<file path="src/rtl/rgb_decoder_pkg.sv">
// Shared definitions for the colour-code <-> 24-bit RGB conversion.
//   state_e      : decoder FSM states
//   COLOUR_W     : width of a colour code {R,G,B}
//   RGB_W        : width of an RGB word {R[23:16],G[15:8],B[7:0]}
//   code_to_rgb  : the colour table, also used by the encoder side
package rgb_decoder_pkg;

  localparam int unsigned COLOUR_W  = 3;
  localparam int unsigned RGB_W     = 24;
  localparam int unsigned CHAN_W    = 8;
  localparam int unsigned NUM_CODES = 8;

  typedef enum logic [1:0] {
    ST_IDLE   = 2'd0,
    ST_SEARCH = 2'd1,
    ST_DONE   = 2'd2
  } state_e;

  // Each code bit drives its whole channel fully on or fully off.
  function automatic logic [RGB_W-1:0] code_to_rgb(input logic [COLOUR_W-1:0] c);
    return {{CHAN_W{c[2]}}, {CHAN_W{c[1]}}, {CHAN_W{c[0]}}};
  endfunction

endpackage

</file>
<file path="src/rtl/rgb_decoder.sv">
// RGB word -> colour code decoder with a sequential table search.
//   clk        : system clock, rising edge
//   rst        : synchronous active-low reset
//   rgb_in     : {R,G,B} word, taken when valid_in is high in IDLE
//   valid_in   : rgb_in valid
//   ready_out  : high only while IDLE
//   colour_out : decoded code {R,G,B}
//   match      : 1 = exact table hit, 0 = threshold fallback
//   valid_out  : result valid, held until ready_in
//   ready_in   : downstream accepts the result
//   miss_count : saturating count of non-exact decodes
module rgb_decoder
  import rgb_decoder_pkg::*;
#(
  parameter logic [7:0]  THRESH = 8'h80,
  parameter int unsigned MISS_W = 8
) (
  input  logic                clk,
  input  logic                rst,
  input  logic [RGB_W-1:0]    rgb_in,
  input  logic                valid_in,
  output logic                ready_out,
  output logic [COLOUR_W-1:0] colour_out,
  output logic                match,
  output logic                valid_out,
  input  logic                ready_in,
  output logic [MISS_W-1:0]   miss_count
);

  localparam logic [COLOUR_W-1:0] LAST_IDX = COLOUR_W'(NUM_CODES - 1);

  state_e                state_q, state_d;
  logic [RGB_W-1:0]      word_q, word_d;
  logic [COLOUR_W-1:0]   idx_q, idx_d;
  logic [COLOUR_W-1:0]   colour_q, colour_d;
  logic                  match_q, match_d;
  logic                  valid_q, valid_d;
  logic                  ready_q, ready_d;
  logic [MISS_W-1:0]     miss_q, miss_d;
  logic [COLOUR_W-1:0]   fallback;

  // Per-channel threshold code used when no table entry matches.
  assign fallback = {word_q[23:16] >= THRESH, word_q[15:8] >= THRESH, word_q[7:0] >= THRESH};

  // Next-state and output logic.
  always_comb begin
    state_d  = state_q;
    word_d   = word_q;
    idx_d    = idx_q;
    colour_d = colour_q;
    match_d  = match_q;
    valid_d  = valid_q;
    ready_d  = ready_q;
    miss_d   = miss_q;
    unique case (state_q)
      ST_IDLE: begin
        if (valid_in) begin
          word_d  = rgb_in;
          idx_d   = '0;
          ready_d = 1'b0;
          state_d = ST_SEARCH;
        end
      end
      ST_SEARCH: begin
        if (word_q == code_to_rgb(idx_q)) begin
          colour_d = idx_q;
          match_d  = 1'b1;
          valid_d  = 1'b1;
          state_d  = ST_DONE;
        end else if (idx_q == LAST_IDX) begin
          colour_d = fallback;
          match_d  = 1'b0;
          valid_d  = 1'b1;
          if (miss_q != '1) begin
            miss_d = miss_q + MISS_W'(1);
          end
          state_d  = ST_DONE;
        end else begin
          idx_d = idx_q + COLOUR_W'(1);
        end
      end
      ST_DONE: begin
        // Returning to IDLE here; the accept happens on a later edge.
        if (ready_in) begin
          valid_d = 1'b0;
          ready_d = 1'b1;
          state_d = ST_IDLE;
        end
      end
      default: begin
        valid_d = 1'b0;
        ready_d = 1'b1;
        state_d = ST_IDLE;
      end
    endcase
  end

  // State and output registers.
  always_ff @(posedge clk) begin
    if (!rst) begin
      state_q  <= ST_IDLE;
      word_q   <= '0;
      idx_q    <= '0;
      colour_q <= '0;
      match_q  <= 1'b0;
      valid_q  <= 1'b0;
      ready_q  <= 1'b1;
      miss_q   <= '0;
    end else begin
      state_q  <= state_d;
      word_q   <= word_d;
      idx_q    <= idx_d;
      colour_q <= colour_d;
      match_q  <= match_d;
      valid_q  <= valid_d;
      ready_q  <= ready_d;
      miss_q   <= miss_d;
    end
  end

  assign ready_out  = ready_q;
  assign colour_out = colour_q;
  assign match      = match_q;
  assign valid_out  = valid_q;
  assign miss_count = miss_q;

endmodule

</file>
<file path="config.mk">
export PLATFORM = sky130hd
export DESIGN_NAME = rgb_decoder
export DESIGN_NICKNAME = d
export VERILOG_FILES = /design/src/rtl/rgb_decoder_pkg.sv /design/src/rtl/rgb_decoder.sv
export SDC_FILE = /design/constraint.sdc
export NUM_CORES = 1
export LEC_CHECK = 0
export CAP_MARGIN = 5
export CORE_MARGIN = 2
export CORE_UTILIZATION = 30
export DETAILED_ROUTE_END_ITERATION = 12
export MAX_ROUTING_LAYER = met4
export PLACE_DENSITY_LB_ADDON = 0.2
export SLEW_MARGIN = 5
export SYNTH_ARGS = -nofsm -noshare
export SYNTH_HDL_FRONTEND = slang
export SYNTH_SLANG_ARGS = --single-unit
</file>
<file path="constraint.sdc">
create_clock -name clk -period 2.85 [get_ports clk]
set_input_delay 0.285 -clock clk [delete_from_list [all_inputs] [get_ports clk]]
set_output_delay 0.285 -clock clk [all_outputs]
set_load 0.05 [all_outputs]
</file>
==> implementation parameters, run 1 <==
Parameter                              Value

Outcome
  Outcome ... finished, final reports clean

STA
  Tcrit/Tclk final ... 67.3%
  Max Slew Vio Count ... 0
  Setup violations, final ... 0
  Worst slew margin ... 54.8%
  Setup TNS after final layout ... 0 ns
  RSZ-0062 raised after global routing ... no
  Count of endpoints failing hold in the final timing report ... 0
  Minimum period implied by the final worst setup slack ... 1.92 ns
  Final-layout worst hold slack ... 0.462 ns
  Final clock skew ... 0.00738 ns
  Worst Max-Slew Pin Slew ... 0.676 ns
  Maximum clock rate ... 0.522 GHz

Critical path
  Register-to-Register Setup Slack ... 0.93 ns
  Worst R2R Start ... idx_q[2]
  Type of origin of the critical path ... flop
  Reg2reg end ... miss_count[1]
  Cell type of the slowest stage on the worst timing path ... sky130_fd_sc_hd__dfxtp_1
  CP Data Arrival Time ... 2.11 ns
  Depth of the most critical reg-to-reg path ... 6
  Cells along the critical path ... nand3_1 > or3_1 > a222oi_1 > buf_4 > and2b_1 > mux2i_1
  Highest net fanout along the worst path ... 17
  Category of the critical setup timing path ... reg2reg
  CP Data Required Time ... 3.04 ns
  Critical path's largest stage delay ... 0.39 ns
  Capturing element type of the critical path ... flop

Floorplan
  Die Width ... 81.8 um
  Area of the core region ... 5890 um^2
  Site Rows ... 28
  Y dimension of the die ... 81.8 um
  I/O Pins ... 42
  Effective utilization at floorplan ... 30.9%
  Die Footprint ... 6700 um^2

Synthesis
  Synthesized netlist net count ... 259
  Top post-synthesis cells by area ... sky130_fd_sc_hd__dfxtp_1, sky130_fd_sc_hd__nand2_1, sky130_fd_sc_hd__a21oi_1
  Flip-flop and latch count after synthesis ... 43
  Cell taking the most area after synthesis ... sky130_fd_sc_hd__dfxtp_1
  Top cells by count, synth ... sky130_fd_sc_hd__nand2_1, sky130_fd_sc_hd__dfxtp_1, sky130_fd_sc_hd__a21oi_1
  Syn Area/Cell ... 7.97 um^2
  Most common cell in the netlist ... sky130_fd_sc_hd__nand2_1
  Sequential cell area fraction in the yosys report ... 47.4%
  Syn Std Cell Area ... 1820 um^2
  Cell variety after synth ... 29
  Instance count of the mapped netlist ... 228
  Primary FF master, synth ... sky130_fd_sc_hd__dfxtp_1
  Number of synthesis warnings ... 0
  Count of flip-flops with a built-in enable after synthesis ... 0
  Fraction of synthesized cell area taken by the top area cell type ... 47.4%
  Share of synthesized registers carrying an async set or reset ... 0%

CTS
  Maximum level of the CTS H-tree ... 2
  Clock tree from TritonCTS ... done
  CTS sink count ... 43
  Total setup buffers inserted after CTS ... 0
  CTS Root Cell ... sky130_fd_sc_hd__clkbuf_8
  Number of buffers inserted during clock tree synthesis ... 5
  Clock latency reported for the late side of the worst-skew pair ... 0.30 ns
  Clock transition at path regs ... 0.08 ns
  PostCTS Resize Cnt ... 0
  Hold Buf Count CTS ... 0
  Buffer levels on the longest clock path ... 2

Placed design
  Final weighted congestion of routability-driven global placement ... 0.709
  Detailed-placement wirelength estimate ... 2830 um
  IO buf count ... 41
  Cell count after placement ... 337

Cells and area
  Util after Layout ... 41.0%
  Fraction of final layout cells with drive strength greater than 1 ... 5.19%
  Antenna Cells ... 0
  Net total in the final layout ... 300
  Area growth from synthesis to layout ... 32.6%
  Total of fill cells in the finished design ... 633
  Number of standard cells in the layout, taps in and fillers out ... 345

Detailed routing
  Total DRC errors in the routed layout ... 0
  Final antenna-violating net count ... 0
  Initial DRT Pass Iterations ... 4
  Post-detailed-route wirelength per cell ... 11.8 um
  Final WL ... 4080 um
  Detailed Route Iter0 Violations ... 63
  Via total after detailed routing ... 1,708
  Routed vias/inst ... 4.95

GRT
  Antenna violations before repair ... 0
  Via count of the first global-routing pass ... 1,476
  Pin count of the biggest net entering global routing ... 28
  First-pass GRT wire length ... 6620 um
  Overall fraction of global-route tracks in use ... 13.5%
  Final global-route overflow total ... 0

Worst hold path
  Class of the most critical hold timing path ... reg2reg
  Beginning of the worst hold path ... colour_out[0]
  Destination of the worst hold path ... colour_out[0]
  Hold-critical path depth ... 2

Run
  Max Cap Violations ... 0

Power
  Post-route total power ... 1230 uW
  Power density over the cells ... 510 nW/um^2
  IR drop worst, VDD ... 0.195 mV
  Standby leakage power ... 0.000844 uW
## state kept, by name, indices dropped and copies added, names as in the netlist
name	flops
ready_out	1
idx_q	3
colour_out	3
state_q	2
word_q	24
miss_count	8
match	1
valid_out	1
## layer usage
layer	track usage (%)	part of all wire, %
met4	5.50	1.2
met2	21.5	46
met1	16.0	47
met3	3.63	5.2
met5	-	0
## final cells by class
cell class	count	area (um^2)	share of cell area (%)
clock buffers	8	100	4.15
inverters	1	3.75	0.156
multi-input cells	172	905	37.5
flip-flops and latches	43	861	35.7
well taps	75	93.8	3.89
repair buffers	46	448	18.6
## power by group
group          total, uW  internal, uW  switching (uW)
combinational        159          76.2            82.8
clock                423           221             201
sequential           649           628            21.1
## per-stage QoR
step / area, um^2 / setup slack, ns
detailed placement: 2310 / 0.968
finish: 2410 / 0.933
CTS: 2410 / 0.938
global route: 2410 / 0.754
global placement: 2310 / 0.992
floorplan: 1820 / 0.859
## how the worst max path moves through the flow
stage / from / end / slack (ns) / cells after the start
floorplan: word_q[23] / colour_out[0] / 0.86 / 6
global placement: idx_q[2] / miss_count[0] / 0.99 / 6
detailed placement: idx_q[2] / miss_count[1] / 0.97 / 6
CTS: idx_q[0] / miss_count[5] / 0.94 / 6
global route: idx_q[0] / miss_count[5] / 0.75 / 6
finish: idx_q[2] / miss_count[1] / 0.93 / 6
## worst max-delay path: cells and delay by family, from the launching register on
family,cells,cell delay (ns)
muxes,1,0.12
and+or+nand+nor,3,0.68
DFF,1,0.39
AOI/OAI and AO/OA,1,0.36
buffers and inverters,1,0.26
## cell families after synthesis
group                    count (synthesis)  share of synthesized area [%]
AND/OR/NAND/NOR                        114                           28.7
AO/OA/AOI/OAI                           47                           14.6
flip-flops                              43                           47.4
buffers and inverters                   13                           2.89
multiplexers                             8                           4.40
adder cells (fa/ha/maj)                  3                           2.06
## cell usage in the layout, fill, tap and decap left out, drive strengths merged, types with 3 or more instances in the layout
cell           instances
or3                    7
clkdlybuf4s50         41
o21ai                  7
a21oi                 33
nor4                   3
dfxtp                 43
buf                    5
nor3                   4
nand3                 12
nand2                 65
nand4                  7
nor2                   6
ha                     3
clkbuf                 8
mux2i                  8
Power figures use the tool's default switching activity.
==> run 2: changes to the inputs <==
==> constraint.sdc (replaced) <==
create_clock -name clk -period 1.6 [get_ports clk]
set_input_delay 0.16 -clock clk [delete_from_list [all_inputs] [get_ports clk]]
set_output_delay 0.16 -clock clk [all_outputs]
set_load 0.05 [all_outputs]
==> run 2 against run 1 <==
- combinational power rose by 120%
- sequential share of layout area fell by 2.6 points
- clock power rose by 76%
- register-to-register slack got worse by 1.1 ns
- critical endpoint unchanged
- clock skew fell by 0.0017 ns
- total power rose by 83%
- the flow now finishes with violations (negative setup slack)
- highest routed layer unchanged
- non-clock buffer count rose by 23
- utilization rose by 4.3 points
- die area did not move
- via count rose by 3.1%
==> implementation parameters, run 2 (synthesis results as in run 1) <==
Parameter                              Value

Placed design
  Detailed-placement wirelength estimate ... 3060 um (+8.1%)
  Place WS ... -0.193 ns (-1.16 ns)
  IO buf count ... 41 (unchanged)
  Final weighted congestion of routability-driven global placement ... 0.732 (+3.3%)

GRT
  Antenna violations before repair ... 0 (unchanged)
  Final global-route overflow total ... 0 (unchanged)
  First-pass GRT wire length ... 7130 um (+7.6%)
  Pin count of the biggest net entering global routing ... 34 (+21%)
  Via count of the first global-routing pass ... 1,624 (+10%)
  Overall fraction of global-route tracks in use ... 14.0% (+0.57 points)

STA
  Setup violations, final ... 18 (+18)
  Setup slack after layout ... -0.180 ns (-1.11 ns)
  Worst slew margin ... 52.0% (-2.8 points)
  Setup TNS after final layout ... -2.32 ns (-2.32 ns)
  Final clock skew ... 0.00570 ns (-0.00168 ns)
  Worst Max-Slew Pin Slew ... 0.718 ns (+0.0425 ns)
  Maximum clock rate ... 0.562 GHz (+7.7%)
  Tcrit/Tclk final ... 111% (+44 points)
  Minimum period implied by the final worst setup slack ... 1.78 ns (-0.137 ns)
  Max Slew Vio Count ... 0 (unchanged)
  RSZ-0062 raised after global routing ... yes
  Count of endpoints failing hold in the final timing report ... 0 (unchanged)

Cells and area
  Fraction of final layout cells with drive strength greater than 1 ... 23.9% (+19 points)
  Util after Layout ... 45.3% (+4.3 points)
  Commonest non-fill, non-tap cell in the layout ... sky130_fd_sc_hd__nand2_1
  Total of fill cells in the finished design ... 612 (-3.3%)
  Antenna Cells ... 0 (unchanged)
  Most used cells in the layout excluding fill and tap cells ... sky130_fd_sc_hd__nand2_1, sky130_fd_sc_hd__buf_4, sky130_fd_sc_hd__a21oi_1, sky130_fd_sc_hd__dfxtp_1, sky130_fd_sc_hd__clkdlybuf4s50_1
  Net total in the final layout ... 323 (+7.7%)
  Area growth from synthesis to layout ... 46.6%
  Flip-flop count of the largest register after layout ... 24 (unchanged)
  Largest Register ... word_q

CTS
  Clock latency reported for the late side of the worst-skew pair ... 0.29 ns (about the same)
  Buffer levels on the longest clock path ... 2 (unchanged)
  Number of buffers inserted during clock tree synthesis ... 5 (unchanged)
  Maximum level of the CTS H-tree ... 2 (unchanged)
  Clock transition at path regs ... 0.08 ns (about the same)
  Clock tree from TritonCTS ... done
  CTS Root Cell ... sky130_fd_sc_hd__clkbuf_8
  CTS sink count ... 43 (unchanged)

Floorplan
  Area of the core region ... 5890 um^2 (unchanged)
  Effective utilization at floorplan ... 30.9% (unchanged)
  Die Width ... 81.8 um (unchanged)
  I/O Pins ... 42 (unchanged)
  Site Rows ... 28 (unchanged)
  Y dimension of the die ... 81.8 um (unchanged)
  Die Footprint ... 6700 um^2 (unchanged)

Critical path
  Launching element of the worst setup path ... word_q[3]
  Register-to-Register Setup Slack ... -0.18 ns (-1.11 ns)
  Cell type of the slowest stage on the worst timing path ... sky130_fd_sc_hd__dfxtp_4
  Highest net fanout along the worst path ... 4 (-13)
  CP Data Required Time ... 1.79 ns (-1.25 ns)
  Critical path's largest stage delay ... 0.37 ns (-0.02 ns)
  Cells along the critical path ... nand4_1 > or3_1 > a222oi_1 > buf_4 > and2b_1 > mux2i_1
  Worst path depth ... 6 (unchanged)
  CP delay by family, top ... simple AND/OR/NAND/NOR gates
  Depth of the most critical reg-to-reg path ... 6 (unchanged)
  Worst path bufs/invs ... 1 (unchanged)
  Capturing element type of the critical path ... flop
  Category of the critical setup timing path ... reg2reg
  Worst R2R Start ... word_q[3]
  Reg2reg end ... miss_count[1]
  Capturing element of the worst setup path ... miss_count[1]
  Type of origin of the critical path ... flop
  CP Data Arrival Time ... 1.97 ns (-0.14 ns)

Worst hold path
  Class of the most critical hold timing path ... in2reg

Detailed routing
  Total DRC errors in the routed layout ... 0 (unchanged)
  Detailed Route Iter0 Violations ... 51 (-19%)
  Via total after detailed routing ... 1,761 (+3.1%)
  Post-detailed-route wirelength per cell ... 11.6 um (-2.4%)
  Final WL ... 4250 um (+4.1%)
  Routed vias/inst ... 4.79 (-3.3%)
  Final antenna-violating net count ... 0 (unchanged)
  Initial DRT Pass Iterations ... 4 (unchanged)

Power
  IR drop worst, VDD ... 0.345 mV (+77%)
  Post-route total power ... 2250 uW (+83%)
  Standby leakage power ... 0.00101 uW (+20%)
  Power density over the cells ... 843 nW/um^2 (+65%)

Run
  Max Cap Violations ... 0 (unchanged)

Outcome
  Violations in the final reports ... negative setup slack
  Outcome ... finished, violations left
==> run 2: changes by cell type in the layout (fill, tap and decap cells not counted), moves of 2 or more <==
cell	change
sky130_fd_sc_hd__clkdlybuf4s50_1	-14
sky130_fd_sc_hd__dfxtp_4	+2
sky130_fd_sc_hd__o21ai_0	-5
sky130_fd_sc_hd__dfxtp_2	+11
sky130_fd_sc_hd__nor4_1	-2
sky130_fd_sc_hd__ha_1	-2
sky130_fd_sc_hd__buf_12	+4
sky130_fd_sc_hd__buf_4	+33
sky130_fd_sc_hd__o21ai_1	+4
sky130_fd_sc_hd__dfxtp_1	-13
==> run 2: cell type report <==
cell class / instances / area (um^2) / area share, %
clock buffers: 8 / 100 / 3.76
repair buffers: 69 / 636 / 23.8
flip-flops and latches: 43 / 882 / 33.1
multi-input cells: 172 / 950 / 35.6
inverters: 1 / 3.75 / 0.141
well taps: 75 / 93.8 / 3.52
==> run 2: report_power, final <==
group          internal (uW)  total [uW]  switching [uW]
registers               1120        1160            36.9
logic                    183         347             164
clock network            394         744             350
total                   1700        2250             551
==> run 2: tightest hold or removal path: stages <==
cell                              delay (ns)
sky130_fd_sc_hd__clkdlybuf4s50_1        0.39
sky130_fd_sc_hd__nand2_1                0.06
sky130_fd_sc_hd__a21oi_1                0.05
==> run 2: worst min-delay path by stage <==
| stage | startpoint | endpoint | slack, ns | depth (start not counted) |
|---|---|---|---|---|
| 2_1_floorplan | rgb_in[16] | word_q[16] | 0.29 | 2 |
| 3_3_place_gp | colour_out[0] | colour_out[0] | 0.45 | 2 |
| 3_5_place_dp | word_q[18] | word_q[18] | 0.45 | 2 |
| 4_1_cts | rgb_in[18] | word_q[18] | 0.39 | 3 |
| 5_1_grt | rgb_in[13] | word_q[13] | 0.40 | 3 |
| 6_report | rgb_in[18] | word_q[18] | 0.41 | 3 |
==> run 2: layer usage <==
layer | track usage, % | share of wire, % | vias to the layer above | wire, um
met5 | - | 0 | - | 0
met4 | 4.50 | 1.3 | 0 | 54
met3 | 4.07 | 4.7 | 6 | 199
met2 | 23.0 | 47 | 30 | 2000
met1 | 16.5 | 47 | 801 | 2000
li1 | - | - | 924 | -
==> run 2: metrics by stage <==
stage	cells	area [um^2]	hold slack, ns
finish	368	2670	0.406
detailed placement	359	2500	0.455
global placement	359	2500	0.453
floorplan	228	1830	0.288
global route	368	2670	0.397
CTS	368	2630	0.392
==> run 2: repair_timing <==
action,4_1_cts,5_1_grt
pin swaps,5,5
hold buffers,0,0
setup endpoints to repair,18,18
buffers inserted,1,0
gates resized for setup,13,9
==> run 3: changes to the inputs <==
--- a/config.mk
+++ b/config.mk
@@ -6,7 +6,7 @@
 export NUM_CORES = 1
 export LEC_CHECK = 0
 export CAP_MARGIN = 5
-export CORE_MARGIN = 2
+export CORE_MARGIN = 10
 export CORE_UTILIZATION = 30
 export DETAILED_ROUTE_END_ITERATION = 12
 export MAX_ROUTING_LAYER = met4
==> run 3 against run 2 <==
- clock skew shrank 0.0029 ns
- routed wire length grew 14%
- largest power group unchanged
- die area grew 43%
- count of clock-buffer cells in the layout shrank 2
- sequential power is essentially flat
- via count grew 1.2%
- the run still ends with negative setup slack left
==> implementation parameters, run 3 (synthesis results as in run 1) <==
Parameter                              Value

STA
  RSZ-0062 raised after global routing ... yes
  Maximum clock rate ... 0.566 GHz (+0.67%)
  Final clock skew ... 0.00279 ns (-0.00291 ns)
  Final-layout worst hold slack ... 0.404 ns (-0.00191 ns)
  Count of endpoints failing hold in the final timing report ... 0 (unchanged)
  Minimum period implied by the final worst setup slack ... 1.77 ns (-0.0118 ns)
  Max Slew Vio Count ... 0 (unchanged)
  Setup violations, final ... 18 (unchanged)
  Worst Max-Slew Pin Slew ... 0.287 ns (-0.431 ns)
  Worst slew margin ... 80.7% (+29 points)
  Tcrit/Tclk final ... 111% (-0.74 points)
  Setup slack after layout ... -0.168 ns (+0.0118 ns)

CTS
  CTS Root Cell ... sky130_fd_sc_hd__clkbuf_8
  Maximum level of the CTS H-tree ... 2 (unchanged)
  CTS sink count ... 43 (unchanged)
  Buffer levels on the longest clock path ... 2 (unchanged)
  Clock transition at path regs ... 0.08 ns (about the same)
  Clock tree from TritonCTS ... done
  Hold Buf Count CTS ... 0 (unchanged)
  Number of buffers inserted during clock tree synthesis ... 5 (unchanged)
  Clock latency reported for the late side of the worst-skew pair ... 0.29 ns (about the same)

Floorplan
  I/O Pins ... 42 (unchanged)
  Effective utilization at floorplan ... 30.9% (unchanged)
  Area of the core region ... 5890 um^2 (unchanged)
  Die Footprint ... 9570 um^2 (+43%)
  Site Rows ... 28 (unchanged)
  Die Width ... 97.8 um (+20%)
  Y dimension of the die ... 97.8 um (+20%)

Cells and area
  Util after Layout ... 47.0% (+1.7 points)
  Net total in the final layout ... 331 (+2.5%)
  Most used cells in the layout excluding fill and tap cells ... sky130_fd_sc_hd__nand2_1, sky130_fd_sc_hd__buf_4, sky130_fd_sc_hd__a21oi_1, sky130_fd_sc_hd__clkdlybuf4s50_1, sky130_fd_sc_hd__dfxtp_1
  Fraction of final layout cells with drive strength greater than 1 ... 30.0% (+6.1 points)
  Area growth from synthesis to layout ... 52.0%
  Antenna Cells ... 0 (unchanged)
  Flip-flop count of the largest register after layout ... 24 (unchanged)
  Commonest non-fill, non-tap cell in the layout ... sky130_fd_sc_hd__nand2_1
  Largest Register ... word_q

Outcome
  Violations in the final reports ... negative setup slack
  Outcome ... finished, violations left

Detailed routing
  Initial DRT Pass Iterations ... 6 (+2)
  Final WL ... 4830 um (+14%)
  Total DRC errors in the routed layout ... 0 (unchanged)
  Detailed Route Iter0 Violations ... 82 (+61%)
  Final antenna-violating net count ... 0 (unchanged)
  Routed vias/inst ... 4.75 (-0.70%)
  Post-detailed-route wirelength per cell ... 12.9 um (+11%)
  Via total after detailed routing ... 1,782 (+1.2%)

GRT
  Via count of the first global-routing pass ... 1,715 (+5.6%)
  Final global-route overflow total ... 0 (unchanged)
  Pin count of the biggest net entering global routing ... 23 (-32%)
  Overall fraction of global-route tracks in use ... 9.86% (-4.2 points)
  First-pass GRT wire length ... 7820 um (+9.8%)
  Antenna violations before repair ... 0 (unchanged)

Placed design
  IO buf count ... 41 (unchanged)
  Place WS ... -0.187 ns (+0.00576 ns)
  Detailed-placement wirelength estimate ... 3520 um (+15%)
  Final weighted congestion of routability-driven global placement ... 0.735 (+0.52%)

Critical path
  CP Data Required Time ... 1.78 ns (about the same)
  Highest net fanout along the worst path ... 4 (unchanged)
  Category of the critical setup timing path ... reg2reg
  Type of origin of the critical path ... flop
  Register-to-Register Setup Slack ... -0.17 ns (about the same)
  Capturing element type of the critical path ... flop
  CP Data Arrival Time ... 1.95 ns (-0.02 ns)
  Launching element of the worst setup path ... word_q[7]
  Worst R2R Start ... word_q[7]

Power
  IR drop worst, VDD ... 0.434 mV (+26%)
  Power density over the cells ... 840 nW/um^2 (-0.36%)
  Post-route total power ... 2320 uW (+3.3%)
  Standby leakage power ... 0.00106 uW (+4.3%)

Run
  Max Cap Violations ... 0 (unchanged)

Worst hold path
  Beginning of the worst hold path ... rgb_in[2]
  Class of the most critical hold timing path ... in2reg
run 3: cell count changes in the layout (fill, tap and decap cells not counted), sizes merged:
cell	previous run	this run
clkbuf	8	6
buf	42	50
bufinv	0	1
run 3: layout make-up:
cell class,instances,area (um^2)
Multi-Input combinational cell,172,993
Sequential cell,43,900
Clock inverter,1,30.0
Clock buffer,6,72.6
Inverter,1,3.75
Fill cell,603,3120
Tap cell,75,93.8
Timing Repair Buffer,77,671
run 3: where the power goes:
group          leakage [uW]  internal, uW  switching [uW]
registers          0.000361          1120            39.9
clock network     0.0000513           458             349
logic              0.000647           190             169
total               0.00106          1760             558
run 3: worst paths after layout:
path | to | cells after the start
max | miss_count[1] | 6
min | word_q[2] | 3
max reg2reg | miss_count[1] | 6
min reg2reg | colour_out[2] | 2
run 3: timing repair:
| item | in CTS | in global routing |
|---|---|---|
| resized for setup | 13 | 27 |
| endpoints found under the setup margin | 18 | 18 |
| setup buffers | 2 | 4 |
| pin swaps | 6 | 11 |
run 3: routing by layer:
| metal | routed length (um) | vias up | global-route usage [%] | share of wire [%] |
|---|---|---|---|---|
| met4 | 56 | 0 | 3.02 | 1.2 |
| met3 | 178 | 5 | 3.03 | 3.7 |
| li1 | - | 938 | - | - |
| met2 | 2300 | 28 | 16.5 | 48 |
| met5 | 0 | - | - | 0 |
| met1 | 2300 | 811 | 11.0 | 48 |
run 3: worst max-delay path, stage by stage (launching register included):
cell	delay, ns
sky130_fd_sc_hd__dfxtp_2	0.37
sky130_fd_sc_hd__nand3_2	0.08
sky130_fd_sc_hd__or3_4	0.36
sky130_fd_sc_hd__a222oi_1	0.28
sky130_fd_sc_hd__buf_4	0.21
sky130_fd_sc_hd__and2b_2	0.25
sky130_fd_sc_hd__mux2i_1	0.11
run 3: metrics by stage:
stage | cell area [um^2] | setup TNS [ns] | instances
after floorplan | 1830 | -4.45 | 228
after global placement | 2500 | -1.88 | 362
after detailed placement | 2500 | -2.41 | 362
after CTS | 2640 | -2.34 | 371
after global routing | 2760 | -4.58 | 375
final | 2760 | -2.07 | 375
